[config.mk]
export PLATFORM = sky130hd
export DESIGN_NAME = ddr_port_arbiter
export DESIGN_NICKNAME = d
export VERILOG_FILES = /design/src/rtl/ddr_port_arbiter.sv
export SDC_FILE = /design/constraint.sdc
export NUM_CORES = 1
export LEC_CHECK = 0
export BUFFER_PORTS_ARGS = -buffer_cell sky130_fd_sc_hd__buf_4
export CORE_AREA = 2 2 186 188
export CTS_CLUSTER_SIZE = 12
export DETAILED_ROUTE_END_ITERATION = 8
export DIE_AREA = 0 0 188 190
export SYNTH_ARGS = -nofsm -noshare
export SYNTH_HDL_FRONTEND = slang
export SYNTH_SLANG_ARGS = --single-unit
[constraint.sdc]
create_clock -name clkddr -period 4.5 [get_ports clkddr]
set_input_delay 1.125 -clock clkddr [delete_from_list [all_inputs] [get_ports clkddr]]
set_output_delay 1.125 -clock clkddr [all_outputs]
set_load 0.02 [all_outputs]
[src/rtl/ddr_port_arbiter.sv]
// ddr_port_arbiter: shares the core DDR host port between the display frame
// player (requester 0, fixed priority) and the MPEG frame-store client
// (requester 1). Ownership is granted per transaction, as framed by each
// requester's acquire. A grant is never released while read beats are
// still returning. Requester 1 is guaranteed service after MAX_CONSEC back
// to back requester-0 grants.
//
// state  | meaning
// IDLE   | no owner, command strobes blocked, next owner chosen from acquire
// OWN0   | display owns the port, commands and responses routed to/from it
// OWN1   | MPEG client owns the port, commands and responses routed to/from it
module ddr_port_arbiter #(
  parameter int MAX_CONSEC = 4
) (
  input  logic             clkddr,
  input  logic             reset,
  input  logic [1:0]       m_acquire,
  input  logic [1:0]       m_read,
  input  logic [1:0]       m_write,
  input  logic [1:0][28:0] m_addr,
  input  logic [1:0][7:0]  m_burstcnt,
  input  logic [1:0][63:0] m_wdata,
  input  logic [1:0][7:0]  m_byteenable,
  output logic [1:0]       m_busy,
  output logic [1:0]       m_rdata_ready,
  output logic [63:0]      m_rdata,
  output logic             ddr_read,
  output logic             ddr_write,
  output logic [28:0]      ddr_addr,
  output logic [7:0]       ddr_burstcnt,
  output logic [63:0]      ddr_wdata,
  output logic [7:0]       ddr_byteenable,
  input  logic             ddr_busy,
  input  logic             ddr_rdata_ready,
  input  logic [63:0]      ddr_rdata,
  output logic [1:0]       grant
);

  // consec0 needs to reach MAX_CONSEC; never narrower than 3 bits
  localparam int CW = ($clog2(MAX_CONSEC + 1) > 3) ? $clog2(MAX_CONSEC + 1) : 3;
  localparam logic [CW-1:0] CMAX = CW'(MAX_CONSEC);

  typedef enum logic [1:0] {
    S_IDLE = 2'd0,
    S_OWN0 = 2'd1,
    S_OWN1 = 2'd2
  } state_t;

  state_t          r_state;
  state_t          w_state_nxt;
  logic [8:0]      r_outstd;
  logic [8:0]      w_outstd_nxt;
  logic [8:0]      w_inc;
  logic [8:0]      w_dec;
  logic [CW-1:0]   r_consec0;
  logic [CW-1:0]   w_consec0_nxt;
  logic            w_own;
  logic            w_sel;
  logic            w_acq_own;

  // last command driven to DDR, held on the bus while nobody owns it
  logic [28:0]     r_last_addr;
  logic [7:0]      r_last_burstcnt;
  logic [63:0]     r_last_wdata;
  logic [7:0]      r_last_byteenable;

  assign w_own     = (r_state != S_IDLE);
  assign w_sel     = (r_state == S_OWN1);
  assign w_acq_own = m_acquire[w_sel];
  assign m_rdata   = ddr_rdata;
  assign grant     = {r_state == S_OWN1, r_state == S_OWN0};

  // command mux toward DDR and busy/ready routing back to the owner only
  always_comb begin
    m_busy         = 2'b11;
    m_rdata_ready  = 2'b00;
    ddr_read       = 1'b0;
    ddr_write      = 1'b0;
    ddr_addr       = r_last_addr;
    ddr_burstcnt   = r_last_burstcnt;
    ddr_wdata      = r_last_wdata;
    ddr_byteenable = r_last_byteenable;
    if (w_own) begin
      ddr_read              = m_read[w_sel];
      ddr_write             = m_write[w_sel];
      ddr_addr              = m_addr[w_sel];
      ddr_burstcnt          = m_burstcnt[w_sel];
      ddr_wdata             = m_wdata[w_sel];
      ddr_byteenable        = m_byteenable[w_sel];
      m_busy[w_sel]         = ddr_busy;
      m_rdata_ready[w_sel]  = ddr_rdata_ready;
    end
  end

  // outstanding read beats; stray beats with nothing pending are dropped
  always_comb begin
    w_inc        = (w_own && ddr_read && !ddr_busy) ? {1'b0, ddr_burstcnt} : 9'd0;
    w_dec        = (ddr_rdata_ready && (r_outstd != 9'd0)) ? 9'd1 : 9'd0;
    w_outstd_nxt = r_outstd + w_inc - w_dec;
  end

  // owner selection, release and starvation bookkeeping
  always_comb begin
    w_state_nxt   = r_state;
    w_consec0_nxt = r_consec0;
    case (r_state)
      S_IDLE: begin
        if (!m_acquire[1]) begin
          w_consec0_nxt = '0;
        end
        if (m_acquire[1] && (!m_acquire[0] || (r_consec0 >= CMAX))) begin
          w_state_nxt   = S_OWN1;
          w_consec0_nxt = '0;
        end else if (m_acquire[0]) begin
          w_state_nxt = S_OWN0;
          if (m_acquire[1]) begin
            w_consec0_nxt = (r_consec0 >= CMAX) ? CMAX : r_consec0 + CW'(1);
          end
        end
      end
      S_OWN0, S_OWN1: begin
        if (!w_acq_own && (w_outstd_nxt == 9'd0)) begin
          w_state_nxt = S_IDLE;
        end
      end
      default: w_state_nxt = S_IDLE;
    endcase
  end

  // state, counters and the idle-hold copy of the command bus
  always_ff @(posedge clkddr) begin
    if (reset) begin
      r_state           <= S_IDLE;
      r_outstd          <= 9'd0;
      r_consec0         <= '0;
      r_last_addr       <= '0;
      r_last_burstcnt   <= '0;
      r_last_wdata      <= '0;
      r_last_byteenable <= '0;
    end else begin
      r_state   <= w_state_nxt;
      r_outstd  <= w_outstd_nxt;
      r_consec0 <= w_consec0_nxt;
      if (w_own) begin
        r_last_addr       <= ddr_addr;
        r_last_burstcnt   <= ddr_burstcnt;
        r_last_wdata      <= ddr_wdata;
        r_last_byteenable <= ddr_byteenable;
      end
    end
  end

endmodule

### Word-level counts from Yosys, hierarchy flattened

Index checks and enable logic that the tools add are counted.

| operators by class | value |
|---|---|
| add/subtract/negate cells | 3 |
| div/mod/pow operators | 0 |
| muxes and demuxes | 35 |
| $lt $le $gt $ge | 3 |
| bitwise gates (word level) | 3 |
| equal/unequal tests | 4 |
| multiply operators | 0 |
| reductions and logical operators | 16 |
| shift-type cells | 0 |

Operators by type and width:

| kind | count |
|---|---|
| two-way mux 64 bit | 3 |
| two-way mux 29 bit | 3 |
| two-way mux 8 bit | 7 |
| two-way mux 3 bit | 5 |
| two-way mux 1 bit | 10 |
| two-way mux 2 bit | 5 |
| adder 9 x 8 -> 9 bit | 1 |
| zero test 9 bit | 1 |
| nonzero test 9 bit | 1 |
| subtractor 9 x 1 -> 9 bit | 1 |
| logical AND 1 bit | 6 |
| one-hot mux 2 bit (2 select lines) | 1 |
| adder 3 x 1 -> 3 bit (second input constant) | 1 |
| >= comparator 3 bit (second input constant) | 1 |
| zero test 1 bit | 3 |
| != test 3 bit (second input constant) | 1 |
| bitwise AND 2 bit | 1 |
| equality test 2 x 1 -> 1 bit (second input constant) | 1 |
| equality test 2 bit (second input constant) | 1 |
| zero test 2 bit | 1 |
| < comparator 1 x 2 -> 1 bit (second input constant) | 1 |
| != test 2 bit (second input constant) | 1 |
| inverter 2 bit | 1 |
| OR 2 bit | 1 |
| 6 further kinds | 6 |

| word-level totals | value |
|---|---|
| memories kept | 0 |
| latch bits | 0 |
| input port bits | 292 |
| output and inout port bits | 181 |
| register bits after elaboration | 123 |
| logic and storage cells | 71 |
| ROM bits | 0 |
| RAM bits | 0 |

### Logic depth before layout (Yosys ltp)

Gate-level depths: netlist of run 1.

| logic depth | value |
|---|---|
| word-level depth | 13 |
| mapped depth | 18 |
| gate-level depth less buffers | 15 |

### Worst setup path after synthesis of run 1

No wires, ideal clock.

| path | value |
|---|---|
| path kind | in2reg |
| start point | input m_burstcnt[8] (netlist name) |
| end point | register r_state[1] |
| stages | 12 |
| arrival time | 3.974 ns |
| buffers on the path | 0 |
| slack | 0.442 ns |
| data required time | 4.415 ns |
| library setup time | 0.085 ns |
| path through | mux2i_1 o21ai_0 nand2_1 ha_1 inv_1 ha_1 fa_1 xnor2_1 o2111ai_1 or3_4 o31a_1 o31ai_2 |

| between the ends | value |
|---|---|
| longest elaborated chain between the ends | 10 |

Ends and longest elaborated chain:

| item | line | RTL |
|---|---|---|
| from (decl) | 21 | `input logic [1:0][7:0] m_burstcnt,` |
| two-way mux 8 bit (implied by the code) (2 in series) | 87 | `ddr_burstcnt = m_burstcnt[w_sel];` |
| two-way mux 8 bit | 83 | `if (w_own) begin` |
| net ddr_burstcnt[0] | 30 | `output logic [7:0] ddr_burstcnt,` |
| two-way mux 8 bit | 97 | `w_inc = (w_own && ddr_read && !ddr_busy) ? {1'b0, ddr_burstcnt} : 9'd0;` |
| adder 9 x 8 -> 9 bit | 99 | `w_outstd_nxt = r_outstd + w_inc - w_dec;` |
| subtractor 9 x 1 -> 9 bit | 99 |  |
| zero test 9 bit | 122 | `if (!w_acq_own && (w_outstd_nxt == 9'd0)) begin` |
| logical AND 1 bit | 122 |  |
| != test 2 bit (no source line) | -- |  |
| AND reduction 2 bit (no source line) | -- |  |
| to (signal assigned) | 141 | `r_state <= w_state_nxt;` |
| to (decl) | 49 | `state_t r_state;` |

The timed path passes the listed nets, and every way through them passes these cells. The select of a mux whose other input is x is not followed.
A chain may end at the register's enable or synchronous reset.

### Worst setup path in the final report of run 1

| path | value |
|---|---|
| start point | register r_state[0] |
| end point | output ddr_addr[25] |

| between the ends | value |
|---|---|
| longest elaborated chain between the ends | 4 |
| elaborated cells on any way between the ends | 5 |
| classes of those cells | eq/ne: 1; mux: 3; reduce/logical: 1 |

Ends and longest elaborated chain:

| item | line | RTL |
|---|---|---|
| equality test 2 bit | 68 | `assign w_sel = (r_state == S_OWN1);` |
| two-way mux 29 bit (implied by the code) (2 in series) | 86 | `ddr_addr = m_addr[w_sel];` |
| two-way mux 29 bit (*) | 83 |  |
| to (decl) | 29 | `output logic [28:0] ddr_addr,` |

Mark *: on every way between the ends. The rest lies on a longest branch, timed or not. The select of a mux whose other input is x is not followed.

==> qor.csv, run 1 <==
metric,value,unit
status,"finished, final reports clean",
Synth Cell Area,6870,um2
RSZ-0062 raised after global routing,no,
met3 usage,4.50,%
GR peak layer,met2,
Core ar.,33900,um2
HP Start,r_consec0[2]$_SDFFE_PP0P_,
syn_nets,1139,
multi-input logic area,3610,um2
post-synthesis sequential element count,123,
top area cells in the synthesized netlist,"dfxtp_1 36%, mux2i_1 16%, and2_1 10%",
first-pass GRT wire length,31900,um
placed cells,1517,
fin cells,1549,
Least-Margin Pin Slew,0.872,ns
routed len/inst,13.3,um
# H-tree levels,4,
CTS sink cnt,123,
antenna violations before repair,0,
vias in the first global route,5967,
Post-synth EDFFs,0,
via count,6206,
"slowest stage delay, CP",0.70,ns
setup TNS,0,ns
global routing usage on met1,12.3,%
Layout Skew,0.00818,ns
post-CTS resize count,0,
Global Route Usage Sum,11.6,%
Routability Congestion,0.781,
number of diodes,0,
Buf/Inv on CP,3,
final setup vio count,0,
Synth top area share,35.8,%
Max Slew Vio Count,0,
CP endpoint kind,output pin,
Netlist cell types,41,
Critical Path RT,3.38,ns
endpoints failing hold,0,
drt via density,4.01,
CTS tree,done,
FP Rows,68,
Worst Setup Start Kind,register,
fillers,3631,
Clock Tree Buf Depth,2,
CTS clock-pin slew for the worst setup and hold paths,0.05,ns
Yosys top cell by area,dfxtp_1,
CP cell instances,"inv_1, ha_4, buf_4, mux2i_1, o21ai_0, buf_4",
Port Buffers,344,
hold buffer count at cts,0,
Post-route DRC,0,
Sequential cell area,2460,um2
num ports,473,
prevailing post-synth register cell,dfxtp_1,
Final ANT Viol Nets,0,
"Design Area, Final",10000,um2
CTS Buf Count,17,
max_slew headroom,41.9,%
synth warn,0,
Post-Syn Instances,825,
largest net degree at the start of global routing,106,
"Seq/Total Area, Yosys",35.8,%
placed inst area,9430,um2
VDD IR max,0.000259,V
post-CTS setup buffer count,0,
Area Growth Syn to Fin,45.5,%
placed wire-length estimate,15900,um
die height,190,um
Worst Hold Class,reg -> reg,
Post-Route Utilization,29.5,%
ys async rst share,0,%
most frequent cells in the layout,"353 x buf_4, 124 x nand2_1, 123 x dfxtp_1, 112 x o21ai_0, 111 x mux2i_1",
root buf cell,clkbuf_16,
"Avg Cell Area, Syn",8.33,um2
starting density of the core,20.2,%
CP top delay family,buffers and inverters,
CP max FO,51,
P per Cell Area,535,nW/um2
GR Overflow Total,0,
Tcrit/Tclk final,87.7,%
slowest CP cell,buf_4,
crit path launch,r_state[0]$_SDFFE_PP0P_,
die width,188,um
"most common cell after layout, fill and taps aside",buf_4,
WS Path Type,reg -> out,
Critical Path AT,2.82,ns
Max Clk Rate,253,MHz
met2 usage,20.3,%
Initial DRC Count,291,
final WL,20600,um
clk_lat worst skew,0.43,ns
Most common cell on crit path,buf_4,
Initial DRT Pass Iterations,4,
Die ar.,35700,um2
min cycle time layout,3.95,ns
layout cell share with drive strength beyond 1,35.6,%
max_cap viols,0,
r2r startpoint,r_state[0]$_SDFFE_PP0P_,
leakage power,0.00436,uW
fin nets,1395,
where the power goes:
group / leakage, uW / internal (uW) / switching (uW)
clock: 0.000271 / 840 / 496
sequential: 0.00101 / 1310 / 69.0
combinational: 0.00308 / 1140 / 1500
final timing paths:
kind,end,slack [ns],cells past startpoint
worst max-delay path,ddr_addr[25],0.55,6
worst min-delay path,r_consec0[2]$_SDFFE_PP0P_,0.48,2
worst max register to register,r_state[1]$_SDFFE_PP0P_,0.69,15
worst min register to register,r_consec0[2]$_SDFFE_PP0P_,0.48,2
state kept, by name (all words and copies together) (netlist names):
signal / count
r_last_byteenable: 8
r_last_burstcnt: 8
r_outstd: 9
r_state: 2
r_last_wdata: 64
r_consec0: 3
r_last_addr: 29
cells by family after synthesis:
| logic type | count (synthesis) | share of synthesized area (%) |
|---|---|---|
| AOI/OAI and AO/OA | 140 | 11.1 |
| xor gates and xnor gates | 9 | 1.15 |
| adders and majority gates | 22 | 4.12 |
| buffers and inverters | 148 | 11.9 |
| DFF | 123 | 35.8 |
| muxes | 111 | 16.2 |
| and+or+nand+nor | 272 | 19.7 |
Yosys cell counts (all sizes together), types with 2 or more instances:
master   number
a211oi        2
a21oi        11
and2        111
and3          2
buf          82
clkbuf       35
dfxtp       123
ha           21
inv          31
mux2i       111
nand2       124
nand3         6
nor2         12
nor2b         2
nor3          6
nor4          2
o2111ai       4
o21a          2
o21ai       113
or3           3
xnor2         4
xor2          5
final cells by class:
class / count / share of cell area, %
Multi-Input combinational cell: 554 / 36.2
Clock buffer: 25 / 4.76
Sequential cell: 123 / 24.6
Inverter: 31 / 1.16
Tap cell: 455 / 5.69
Timing Repair Buffer: 354 / 26.7
Clock inverter: 7 / 0.901
worst min-delay path: stages, from the launching register on:
cell and delay, ns:
dfxtp_1 0.32, nand2_1 0.06, a21oi_1 0.05
metal layers:
metal	vias up	wire [um]
li1	3189	-
met1	2734	8010
met2	240	10500
met3	43	1570
met4	0	590
met5	-	0
through the flow:
step / hold WS (ns) / power, uW / worst slack [ns]
2_1_floorplan: 0.451 / 3150 / 0.442
5_1_grt: 0.506 / 5760 / 0.313
6_report: 0.478 / 5350 / 0.554
3_5_place_dp: 0.472 / 4060 / 0.471
3_3_place_gp: 0.461 / 4030 / 0.510
4_1_cts: 0.479 / 5450 / 0.473
Power figures use the tool's default switching activity.
==> run 2, diff against run 1 <==
--- a/config.mk
+++ b/config.mk
@@ -6,10 +6,10 @@
 export NUM_CORES = 1
 export LEC_CHECK = 0
 export BUFFER_PORTS_ARGS = -buffer_cell sky130_fd_sc_hd__buf_4
-export CORE_AREA = 2 2 186 188
+export CORE_AREA = 2 2 185 187
 export CTS_CLUSTER_SIZE = 12
 export DETAILED_ROUTE_END_ITERATION = 8
-export DIE_AREA = 0 0 188 190
+export DIE_AREA = 0 0 187 189
 export SYNTH_ARGS = -nofsm -noshare
 export SYNTH_HDL_FRONTEND = slang
 export SYNTH_SLANG_ARGS = --single-unit
==> constraint.sdc (replaced) <==
create_clock -name clkddr -period 5 [get_ports clkddr]
set_input_delay 1.25 -clock clkddr [delete_from_list [all_inputs] [get_ports clkddr]]
set_output_delay 1.25 -clock clkddr [all_outputs]
set_load 0.02 [all_outputs]
==> run 2 against run 1 <==
Against the previous run: power decreased by 9.4%; combinational power decreased by 9.1%; utilization increased by 0.54 points; final area decreased by 0.18%; largest cell class unchanged; largest power group unchanged.
==> qor.csv, run 2 (synthesis results as in run 1) <==
metric,value,unit
CP endpoint kind,register,
number of flip-flops in the largest register,64,
Comb pwr share,49.4,%
starting density of the core,20.6,%
Worst Hold Class,reg -> reg,
layout cell share with drive strength beyond 1,35.4,%
"most common cell after layout, fill and taps aside",buf_4,
post-CTS resize count,0,
GR Overflow Total,0,
CTS Buf Count,17,
CTS sink cnt,123,
Tcrit/Tclk final,82.3,%
Clock Tree Buf Depth,2,
clk_lat worst skew,0.42,ns
max_slew headroom,48.0,%
endpoints failing hold,0,
largest net degree at the start of global routing,111,
switching pwr,1880,uW
setup TNS,0,ns
num ports,473,
Net Sw Frac,38.9,%
Initial DRT Pass Iterations,4,
antenna violations before repair,2,
post-placement setup slack,0.723,ns
Max Slew Vio Count,0,
die height,189,um
CTS clock-pin slew for the worst setup and hold paths,0.06,ns
Initial DRC Count,169,
Port Buffers,344,
Final WS setup,0.887,ns
via count,6282,
drt via density,4.08,
Die ar.,35300,um2
R2R depth,14,
vias in the first global route,6231,
status,"finished, final reports clean",
VDD IR max,0.000227,V
R2R setup slack,0.89,ns
Sequential Power Share,25.5,%
most frequent cells in the layout,"348 x buf_4, 124 x nand2_1, 123 x dfxtp_1, 112 x o21ai_0, 111 x mux2i_1",
routed len/inst,14.0,um
final setup vio count,0,
hold buffer count at cts,0,
CTS tree,done,
Biggest register,r_last_wdata,
Area Growth Syn to Fin,45.3,%
final WL,21600,um
Global Route Usage Sum,12.0,%
placed inst area,9410,um2
die width,187,um
post-CTS setup buffer count,0,
P per Cell Area,486,nW/um2
root buf cell,clkbuf_16,
biggest regs,"r_last_wdata x64, r_last_addr x29, r_outstd x9",
leakage power,0.00435,uW
fin nets,1391,
Max Clk Rate,243,MHz
min cycle time layout,4.11,ns
Critical Path AT,4.46,ns
WS Path Type,reg -> reg,
Core ar.,33300,um2
FP Rows,67,
CP max FO,36,
Routability Congestion,0.801,
Post-route DRC,0,
hold path cells,2,
# H-tree levels,4,
Worst Setup Start Kind,register,
max_cap viols,0,
RSZ-0062 raised after global routing,no,
Layout Skew,0.00757,ns
placed wire-length estimate,16600,um
"Design Area, Final",9980,um2
first-pass GRT wire length,32900,um
internal power,2960,uW
Final ANT Viol Nets,0,
part of the power in the clock network,25.1,%
Critical Path RT,5.34,ns
Least-Margin Pin Slew,0.781,ns
==> run 2: changes by cell type in the layout (fill, tap and decap cells not counted) <==
| cell | change |
|---|---|
| buf_4 | -5 |
| diode_2 | +1 |
| buf_12 | +1 |
| clkbuf_1 | -2 |
| clkbuf_8 | +1 |
==> run 2: power groups by stage <==
stage                     combinational [uW]  sequential, uW  clock [uW]
final                                   2400            1240        1210
after global routing                    2630            1250        1310
after CTS                               2430            1240        1260
after detailed placement                2420            1250           0
after global placement                  2390            1250           0
after floorplan                         1600            1240           0
==> run 2: stage by stage <==
step                hold WS, ns  std cells  util [%]  power (uW)
detailed placement        0.474       1506      28.3        3670
finish                    0.487       1538      30.0        4850
global placement          0.463       1506      28.3        3640
global route              0.527       1537      30.0        5190
CTS                       0.483       1537      30.0        4930
floorplan                 0.451        825         -        2830
==> run 2: routing by layer <==
layer	GRT usage (%)	share of wire (%)	vias up
met5	0	0.037	-
met4	7.08	4.3	2
met3	4.84	8.3	55
met2	21.0	49	258
met1	12.0	38	2793
li1	-	-	3174
==> run 2: worst paths after layout <==
check / from / endpoint
worst min register to register: r_consec0[2]$_SDFFE_PP0P_ / r_consec0[2]$_SDFFE_PP0P_
worst max register to register: r_state[0]$_SDFFE_PP0P_ / r_state[1]$_SDFFE_PP0P_
worst min-delay path: r_consec0[2]$_SDFFE_PP0P_ / r_consec0[2]$_SDFFE_PP0P_
worst max-delay path: r_state[0]$_SDFFE_PP0P_ / r_state[1]$_SDFFE_PP0P_
==> run 2: area by class of cell <==
cell class | instances | area, um2
timing repair buffer | 350 | 2650
multi-input combinational | 554 | 3610
fill | 3586 | 23300
tap | 448 | 561
clock inverter | 7 | 90.1
antenna | 1 | 2.50
sequential | 123 | 2460
clock buffer | 24 | 482
inverter | 31 | 116
==> run 2: worst max-delay path, stage by stage, from the launching register on <==
cell and delay (ns):
dfxtp_1 0.36, inv_1 0.17, ha_4 0.58, mux2i_1 0.15
o21ai_0 0.41, nand2_1 0.11, ha_1 0.30, inv_1 0.04
ha_1 0.22, fa_1 0.46, xnor2_1 0.19, o2111ai_1 0.12
or3_4 0.42, o31a_1 0.30, o31ai_2 0.17
